## config.mk

```make
export PLATFORM = sky130hd
export DESIGN_NAME = ps2_host_tx
export DESIGN_NICKNAME = d
export VERILOG_FILES = /design/src/rtl/ps2_host_tx.sv
export SDC_FILE = /design/constraint.sdc
export NUM_CORES = 1
export LEC_CHECK = 0
export BUFFER_PORTS_ARGS = -buffer_cell sky130_fd_sc_hd__buf_2
export CAP_MARGIN = 20
export CORE_MARGIN = 3
export CORE_UTILIZATION = 54
export CTS_CLUSTER_DIAMETER = 150
export DETAILED_ROUTE_END_ITERATION = 10
export GPL_TIMING_DRIVEN = 0
export PLACE_DENSITY_LB_ADDON = 0.25
export SLEW_MARGIN = 15
export SYNTH_ARGS = -nofsm -noshare
export SYNTH_HDL_FRONTEND = slang
export SYNTH_SLANG_ARGS = --single-unit
```

## constraint.sdc

```tcl
create_clock -name clk25 -period 1.8 [get_ports clk25]
set_input_delay 0.27 -clock clk25 [delete_from_list [all_inputs] [get_ports clk25]]
set_output_delay 0.27 -clock clk25 [all_outputs]
set_load 0.1 [all_outputs]
```

## src/rtl/ps2_host_tx.sv

```systemverilog
// ps2_host_tx: PS/2 host-to-device command transmitter with line filtering, ack check and timeout
module ps2_host_tx #(
    parameter int INHIBIT_CYCLES = 2500,
    parameter int TIMEOUT_CYCLES = 375000
) (
    input  logic       clk25,
    input  logic       reset_n,
    input  logic       ps2_clk_i,
    input  logic       ps2_data_i,
    output logic       ps2_clk_oe,
    output logic       ps2_data_oe,
    input  logic [7:0] tx_data,
    input  logic       tx_start,
    output logic       tx_busy,
    output logic       tx_done,
    output logic       tx_err,
    output logic       rx_inhibit
);
    localparam int CMAX = (INHIBIT_CYCLES > TIMEOUT_CYCLES) ? INHIBIT_CYCLES : TIMEOUT_CYCLES;
    localparam int CW = $clog2(CMAX + 1);

    typedef enum logic [2:0] {IDLE, INHIBIT, RTS, BITS, ACK, WAITIDLE} state_t;

    state_t        state_q, state_d;
    logic [1:0]    clk_s_q, dat_s_q;
    logic [3:0]    clk_h_q, dat_h_q;
    logic          clk_f_q, dat_f_q, clk_p_q;
    logic [7:0]    data_q, data_d;
    logic          par_q, par_d;
    logic [CW-1:0] cnt_q, cnt_d;
    logic [3:0]    bitcnt_q, bitcnt_d;
    logic          bit_q, bit_d;
    logic          nack_q, nack_d;
    logic          done_q, done_d;
    logic          err_q, err_d;
    logic          fall, last_inh, timeout;

    // Synchronize both lines, then let the filtered level move only on 4 agreeing samples
    always_ff @(posedge clk25) begin
        if (!reset_n) begin
            clk_s_q <= 2'b11;
            dat_s_q <= 2'b11;
            clk_h_q <= 4'hF;
            dat_h_q <= 4'hF;
            clk_f_q <= 1'b1;
            dat_f_q <= 1'b1;
            clk_p_q <= 1'b1;
        end else begin
            clk_s_q <= {clk_s_q[0], ps2_clk_i};
            dat_s_q <= {dat_s_q[0], ps2_data_i};
            clk_h_q <= {clk_h_q[2:0], clk_s_q[1]};
            dat_h_q <= {dat_h_q[2:0], dat_s_q[1]};
            clk_f_q <= (&clk_h_q) ? 1'b1 : (~|clk_h_q) ? 1'b0 : clk_f_q;
            dat_f_q <= (&dat_h_q) ? 1'b1 : (~|dat_h_q) ? 1'b0 : dat_f_q;
            clk_p_q <= clk_f_q;
        end
    end

    assign fall     = clk_p_q & ~clk_f_q;
    assign last_inh = cnt_q == CW'(INHIBIT_CYCLES - 1);
    assign timeout  = cnt_q == CW'(TIMEOUT_CYCLES - 1);

    // Frame state and datapath registers
    always_ff @(posedge clk25) begin
        if (!reset_n) begin
            state_q  <= IDLE;
            data_q   <= '0;
            par_q    <= 1'b0;
            cnt_q    <= '0;
            bitcnt_q <= '0;
            bit_q    <= 1'b1;
            nack_q   <= 1'b0;
            done_q   <= 1'b0;
            err_q    <= 1'b0;
        end else begin
            state_q  <= state_d;
            data_q   <= data_d;
            par_q    <= par_d;
            cnt_q    <= cnt_d;
            bitcnt_q <= bitcnt_d;
            bit_q    <= bit_d;
            nack_q   <= nack_d;
            done_q   <= done_d;
            err_q    <= err_d;
        end
    end

    // Next-state logic; the shared counter times the inhibit phase, then the whole frame
    always_comb begin
        state_d  = state_q;
        data_d   = data_q;
        par_d    = par_q;
        cnt_d    = cnt_q + CW'(1);
        bitcnt_d = bitcnt_q;
        bit_d    = bit_q;
        nack_d   = nack_q;
        done_d   = 1'b0;
        err_d    = err_q;
        case (state_q)
            IDLE: begin
                cnt_d = cnt_q;
                if (tx_start && !done_q) begin
                    data_d   = tx_data;
                    par_d    = ~^tx_data;
                    cnt_d    = '0;
                    bitcnt_d = '0;
                    nack_d   = 1'b0;
                    err_d    = 1'b0;
                    state_d  = INHIBIT;
                end
            end
            INHIBIT: begin
                if (last_inh) begin
                    cnt_d   = '0;
                    state_d = RTS;
                end
            end
            default: begin
                if (timeout) begin
                    done_d  = 1'b1;
                    err_d   = 1'b1;
                    state_d = IDLE;
                end else if (state_q == RTS && fall) begin
                    bit_d    = data_q[0];
                    bitcnt_d = 4'd1;
                    state_d  = BITS;
                end else if (state_q == BITS && fall) begin
                    bit_d    = (bitcnt_q == 4'd9) ? 1'b1 : (bitcnt_q == 4'd8) ? par_q : data_q[bitcnt_q[2:0]];
                    bitcnt_d = bitcnt_q + 4'd1;
                    state_d  = (bitcnt_q == 4'd10) ? ACK : BITS;
                end else if (state_q == ACK) begin
                    nack_d  = dat_f_q;
                    state_d = WAITIDLE;
                end else if (state_q == WAITIDLE && clk_f_q && dat_f_q) begin
                    done_d  = 1'b1;
                    err_d   = nack_q;
                    state_d = IDLE;
                end
            end
        endcase
    end

    assign ps2_clk_oe  = state_q == INHIBIT;
    assign ps2_data_oe = (state_q == INHIBIT && last_inh) || state_q == RTS || (state_q == BITS && !bit_q);
    assign tx_busy     = state_q != IDLE;
    assign rx_inhibit  = tx_busy;
    assign tx_done     = done_q;
    assign tx_err      = err_q;
endmodule

```

==> flow_summary_export.csv, run 1 <==
group,metric,value,unit
global_route,grt_use_met2,0.324,
power,power.static_leakage,1.20,nW
global_route,grt_max_degree,20,
clock_network,cts_buffer_depth,2,
die,die-area,5780,µm²
route,wl_per_cell,14.6,µm
global_route,antenna_found_initial,0,
hold_path,hold_class,"in -> reg",
worst_setup_path,slowest_stage,"or3b_4",
synth,synth-seq-cells,54,
sta,drv_slew,0,
final_layout,drive_gt1_frac,0.260,
synth,synthArstFlopShare,0,
worst_setup_path,cp-end-kind,"output pin",
die,die_y,76.0,µm
clock_network,clk_pin_slew_worst_paths,0.11,ns
route,detail-route-antenna-nets,0,
global_route,grt_pass1_vias,2121,
clock_network,cts_num_sinks,54,
synth,syn-num-nets,327,
clock_network,cts_tree,"built",
sta,max_freq,467,MHz
final_layout,area_growth_syn_to_layout,23.8,%
sta,fin_crit_sh,1.19,
route,via_per_inst,5.72,
status,status,"finished, violations left",
placement,dp.final_hpwl,4070,µm
worst_setup_path,worstPathCellList,"or3b_4, and4b_1, nand2_1, a2bb2oi_2, nor2_4, buf_12",
worst_setup_path,r2r_setup_slack,-0.23,ns
global_route,grt_util_met1,0.291,
global_route,grtUsageTotal,0.208,
die,ios,19,
worst_setup_path,cp.required,1.53,ns
sta,max_slew.worst_pin.slew,0.589,ns
route,wl,6180,µm
sta,worst_slack,-0.342,ns
global_route,busiest_layer,"met2",
final_layout,utilization,0.723,
synth,syn_area_per_cell,8.56,µm²
placement,dp_slack,-0.288,ns
die,die_w,76.0,µm
synth,synth_cell_type_count,54,
clock_network,hold_buffers,0,
power,vdd_drop_max,0.000678,V
die,rows,24,
clock_network,cts-buffers-inserted,5,
worst_setup_path,crit_path_start_kind,"flop",
synth,synth_largest_area_cell,"dfxtp_1",
clock_network,cts.htree.levels,2,
job,max_cap_viol_count,0,
synth,syn_area,2650,µm²
route,drc,0,
global_route,use_met3,0.0402,
synth,yosysSeqAreaShare,0.409,
global_route,grt_first_pass_wirelength,9940,µm
global_route,overflow,0,
clock_network,clock_latency,0.31,ns
sta,setup_violations,20,
die,coreArea,4530,µm²
worst_setup_path,cp-startpoint,"cnt_q[9]",
power,powerDensity,859,nW/µm²
worst_setup_path,worstSetupPathType,"reg -> out",
synth,synth_warnings,0,
synth,synth-main-ff-cell,"dfxtp_1",
worst_setup_path,cp_top_family,"simple AND/OR/NAND/NOR gates",
placement,place.gp.congestion,0.860,
route,drt_iter0_drc,189,
sta,whs,0.129,ns
sta,fin_crit,2.14,ns
sta,hold_violations,0,
route,drtPass1Iterations,4,
die,start_util,0.584,
sta,rsz0062_at_grt,"yes",
worst_setup_path,crit-reg2reg-launch,"cnt_q[9]",
final_layout,fin_nets,375,
status,violations,"setup timing",
synth,synth_top_cell_area_share,0.409,
sta,skew,0.00776,ns
final_layout,antennaDiodeCount,0,
route,vias,2421,
synth,yosys-top-cells-area,"dfxtp_1, nand2_1, xor2_1",
sta,maxSlewHeadroom,0.606,
worst_setup_path,crit_buf_inv,1,
worst_setup_path,cp_data_arrival_time,1.87,ns
synth,netlist_instances,309,
worst_setup_path,cp_max_fo,2,
worst_setup_path,critPathMaxStageDelay,0.40,ns
synth,synth_edf_count,0,
clock_network,cts_root_buf,"clkbuf_8",
placement,io_buffer_count,17,
power,total_power,2.81,mW
hold_path,min_from,"ps2_data_i",
[metrics by stage]
step / setup TNS [ns] / instance area, µm² / cells
after floorplan: -6.96 / 2700 / 309
after global placement: -4.66 / 2860 / 391
after detailed placement: -4.69 / 2860 / 391
after CTS: -3.31 / 3130 / 413
after global routing: -6.29 / 3280 / 423
final: -3.89 / 3280 / 423
[flip-flops by register name (all words and copies together), names as in the netlist]
register / cells
state_q: 3
dat_s_q: 2
bit_q: 1
data_q: 8
bitcnt_q: 4
clk_p_q: 1
tx_done: 1
dat_f_q: 1
cnt_q: 19
clk_h_q: 4
dat_h_q: 4
tx_err: 1
clk_f_q: 1
clk_s_q: 2
par_q: 1
nack_q: 1
[synth_stat cells, drive strengths merged (2+ instances only)]
library cell and instances:
a211oi 3, a21oi 22, a221oi 2, a311o 2, a31oi 5, and3 5
buf 6, clkbuf 5, dfxtp 54, ha 5, inv 8, mux2i 2
mux4 2, nand2 45, nand2b 16, nand3 11, nand3b 3, nand4 7
nor2 31, nor2b 2, nor3 9, nor4 2, o2111ai 2, o21ai 10
o32ai 2, or3 4, xnor2 10, xor2 13
[worst register-to-register path, delay by kind of cell (launching register included)]
kind / cells / cell delay, ns
buf+inv: 2 / 0.34
compound gates: 2 / 0.55
simple gates: 3 / 0.71
flops: 1 / 0.33
[metal layers]
layer / part of all wire / vias to the layer above / wire length, µm
met3: 0.070 / 20 / 435
met5: 0 / - / 0
met4: 0.024 / 0 / 148
met1: 0.45 / 1123 / 2780
li1: - / 1184 / -
met2: 0.46 / 94 / 2820
[where the power goes]
part	internal, mW	switching (mW)
Sequential	1.25	0.0455
Clock	0.292	0.428
Combinational	0.319	0.485
[cell type report]
class	count	area, µm²
Sequential cell	54	1100
Tap cell	65	81.3
Fill cell	343	1260
Clock inverter	3	28.8
Buffer	10	78.8
Multi-Input combinational cell	235	1560
Clock buffer	5	68.8
Inverter	9	37.5
Timing Repair Buffer	42	325
[path summary, 6_finish.rpt]
check | end | depth (start not counted)
worst max-delay path | ps2_data_oe | 6
worst min-delay path | dat_s_q[0] | 2
worst max register to register | cnt_q[14] | 7
worst min register to register | clk_h_q[0] | 1
[timing repair]
item,4_1_cts,5_1_grt
endpoints found under the setup margin,35,42
setup buffers,14,12
gates resized for setup,21,21
endpoints found under the hold margin,0,0
pin swaps,6,11
[cells in the final DEF, fill, tap and decap left out, drive strengths merged, types with 2 or more instances in the layout]
| cell type | n |
|---|---|
| a211oi | 3 |
| a21oi | 22 |
| a221oi | 2 |
| a311o | 2 |
| a31oi | 5 |
| and3 | 5 |
| buf | 46 |
| clkbuf | 11 |
| clkinv | 2 |
| dfxtp | 54 |
| ha | 5 |
| inv | 9 |
| mux2i | 2 |
| mux4 | 2 |
| nand2 | 45 |
| nand2b | 16 |
| nand3 | 11 |
| nand3b | 3 |
| nand4 | 7 |
| nor2 | 31 |
| nor2b | 2 |
| nor3 | 9 |
| nor4 | 2 |
| o2111ai | 2 |
| o21ai | 10 |
| o32ai | 2 |
| or3 | 4 |
| xnor2 | 10 |
| xor2 | 13 |
[logic make-up (layout without fill, tap and decap cells)]
kind of cell    count (synthesis)  in the layout  share of synthesized area
simple gates                  145            145                      0.282
mux                             4              4                     0.0246
buf+inv                        20             69                     0.0378
flops                          54             54                      0.409
fa+ha+maj                       5              5                     0.0236
xor+xnor                       23             23                     0.0761
compound gates                 58             58                      0.147
Power figures use the tool's default switching activity.
==> run 2, diff against run 1 <==
--- a/config.mk
+++ b/config.mk
@@ -9,7 +9,7 @@
 export CAP_MARGIN = 20
 export CORE_MARGIN = 3
 export CORE_UTILIZATION = 54
-export CTS_CLUSTER_DIAMETER = 150
+export CTS_BUF_LIST = sky130_fd_sc_hd__clkbuf_16
 export DETAILED_ROUTE_END_ITERATION = 10
 export GPL_TIMING_DRIVEN = 0
 export PLACE_DENSITY_LB_ADDON = 0.25
==> constraint.sdc (replaced) <==
create_clock -name clk25 -period 1.8 [get_ports clk25]
set_input_delay 0.18 -clock clk25 [delete_from_list [all_inputs] [get_ports clk25]]
set_output_delay 0.18 -clock clk25 [all_outputs]
set_load 0.1 [all_outputs]
==> run 2 against run 1 <==
Compared with the run above: the flow still finishes with violations (setup timing); core utilization decreased by 0.88 points; first-iteration DRC count decreased by 21%; power increased by 13%; fmax increased by 3.2%; clock skew decreased by 0.0042 ns; setup slack improved by 0.066 ns; largest power group unchanged.
==> flow_summary_export.csv, run 2 (synthesis gave the netlist of run 1 again) <==
group,metric,value,unit
status,status,"finished, violations left",
status,violations,"setup timing",
placement,dp.final_hpwl,4170,µm
worst_setup_path,cp_max_fo,4,
placement,dp.cells,391,
die,rows,24,
sta,worst_slack,-0.277,ns
sta,max_slew.worst_pin.slew,0.689,ns
final_layout,drive_gt1_frac,0.236,
placement,place.gp.congestion,0.880,
final_layout,largest-register,"cnt_q",
job,max_cap_viol_count,0,
route,vias,2386,
clock_network,hold_buffers,0,
worst_setup_path,worstPathCellList,"or3b_4, and4b_1, nand2_2, a2bb2oi_2, nor2_2, buf_12",
worst_setup_path,slowest_stage,"or3b_4",
clock_network,clk_pin_slew_worst_paths,0.07,ns
die,start_util,0.584,
sta,whs,0.0619,ns
route,drtPass1Iterations,5,
sta,fin_crit_sh,1.15,
global_route,overflow,0,
global_route,antenna_found_initial,0,
sta,maxSlewHeadroom,0.538,
clock_network,clock_latency,0.29,ns
power,power.static_leakage,1.18,nW
worst_setup_path,critPathMaxStageDelay,0.40,ns
power,vdd_drop_max,0.000796,V
route,wl,6300,µm
die,die_y,76.0,µm
power,total_power,3.18,mW
sta,hold_violations,0,
global_route,grtUsageTotal,0.224,
sta,fin_crit,2.08,ns
die,ios,19,
worst_setup_path,crit_path_start_kind,"flop",
die,die-area,5780,µm²
die,die_w,76.0,µm
die,coreArea,4530,µm²
clock_network,cts_num_sinks,54,
final_layout,fin_nets,364,
route,detail-route-antenna-nets,0,
sta,skew,0.00352,ns
global_route,grt_max_degree,19,
final_layout,largest_register_ffs,19,
final_layout,final_cell_mix,"dfxtp_1, nand2_1, nor2_1",
clock_network,cts.htree.levels,2,
final_layout,final_cells,412,
final_layout,antennaDiodeCount,0,
sta,tns,-2.81,ns
final_layout,final_area,3240,µm²
placement,io_buffer_count,17,
sta,drv_slew,0,
route,via_per_inst,5.79,
final_layout,largest_registers,"cnt_q (19), data_q (8)",
hold_path,hold_class,"in -> reg",
placement,dp_slack,-0.227,ns
route,drc,0,
route,wl_per_cell,15.3,µm
final_layout,fillers,341,
final_layout,layout_commonest_cell,"dfxtp_1",
worst_setup_path,cp.required,1.62,ns
sta,setup_violations,22,
final_layout,area_growth_syn_to_layout,22.3,%
worst_setup_path,cp_data_arrival_time,1.90,ns
placement,postPlaceCellArea,2860,µm²
sta,max_freq,482,MHz
final_layout,utilization,0.714,
clock_network,cts_root_buf,"clkbuf_16",
sta,rsz0062_at_grt,"yes",
global_route,grt_first_pass_wirelength,10700,µm
clock_network,cts_buffer_depth,2,
global_route,grt_pass1_vias,2328,
worst_setup_path,r2r_setup_slack,-0.15,ns
clock_network,cts_tree,"built",
worst_setup_path,worstSetupPathType,"reg -> out",
route,drt_iter0_drc,149,
power,powerDensity,982,nW/µm²
clock_network,cts-buffers-inserted,5,
worst_setup_path,cp-end-kind,"output pin",
run 2: path summary, 6_finish.rpt:
path | startpoint | end | depth (start not counted)
worst min-delay path | ps2_clk_i | clk_s_q[0] | 2
worst max-delay path | cnt_q[10] | ps2_data_oe | 6
worst max register to register | cnt_q[10] | cnt_q[13] | 7
worst min register to register | clk_s_q[0] | clk_s_q[1] | 1
run 2: layout make-up:
type	instances	area [µm²]	area share
tap	65	81.3	0.0251
inverter	9	37.5	0.0116
buffer	11	80.1	0.0247
clock inverter	3	47.5	0.0147
timing repair buffer	30	229	0.0707
sequential	54	1100	0.339
multi-input combinational	235	1540	0.476
clock buffer	5	125	0.0387
run 2: timing repair:
action                                  4_1_cts  5_1_grt
endpoints found under the setup margin       35       37
buffers inserted                              9        4
gates resized for setup                      23       16
pin swaps                                    13        6
run 2: layer usage:
metal,GRT usage,part of all wire,up-vias
met4,0.0707,0.015,0
li1,-,-,1156
met3,0.0414,0.068,9
met1,0.298,0.44,1128
met5,0,0,-
met2,0.371,0.47,93
run 2: critical path: cells and delay by family (launching register included):
family	cells	cell delay [ns]
AO/OA/AOI/OAI	1	0.14
buffers and inverters	1	0.19
flip-flops	1	0.34
AND/OR/NAND/NOR	4	0.93
run 2: where the power goes:
part	switching [mW]	internal [mW]	total, mW
logic	0.478	0.289	0.767
clock network	0.450	0.664	1.11
registers	0.0505	1.25	1.30
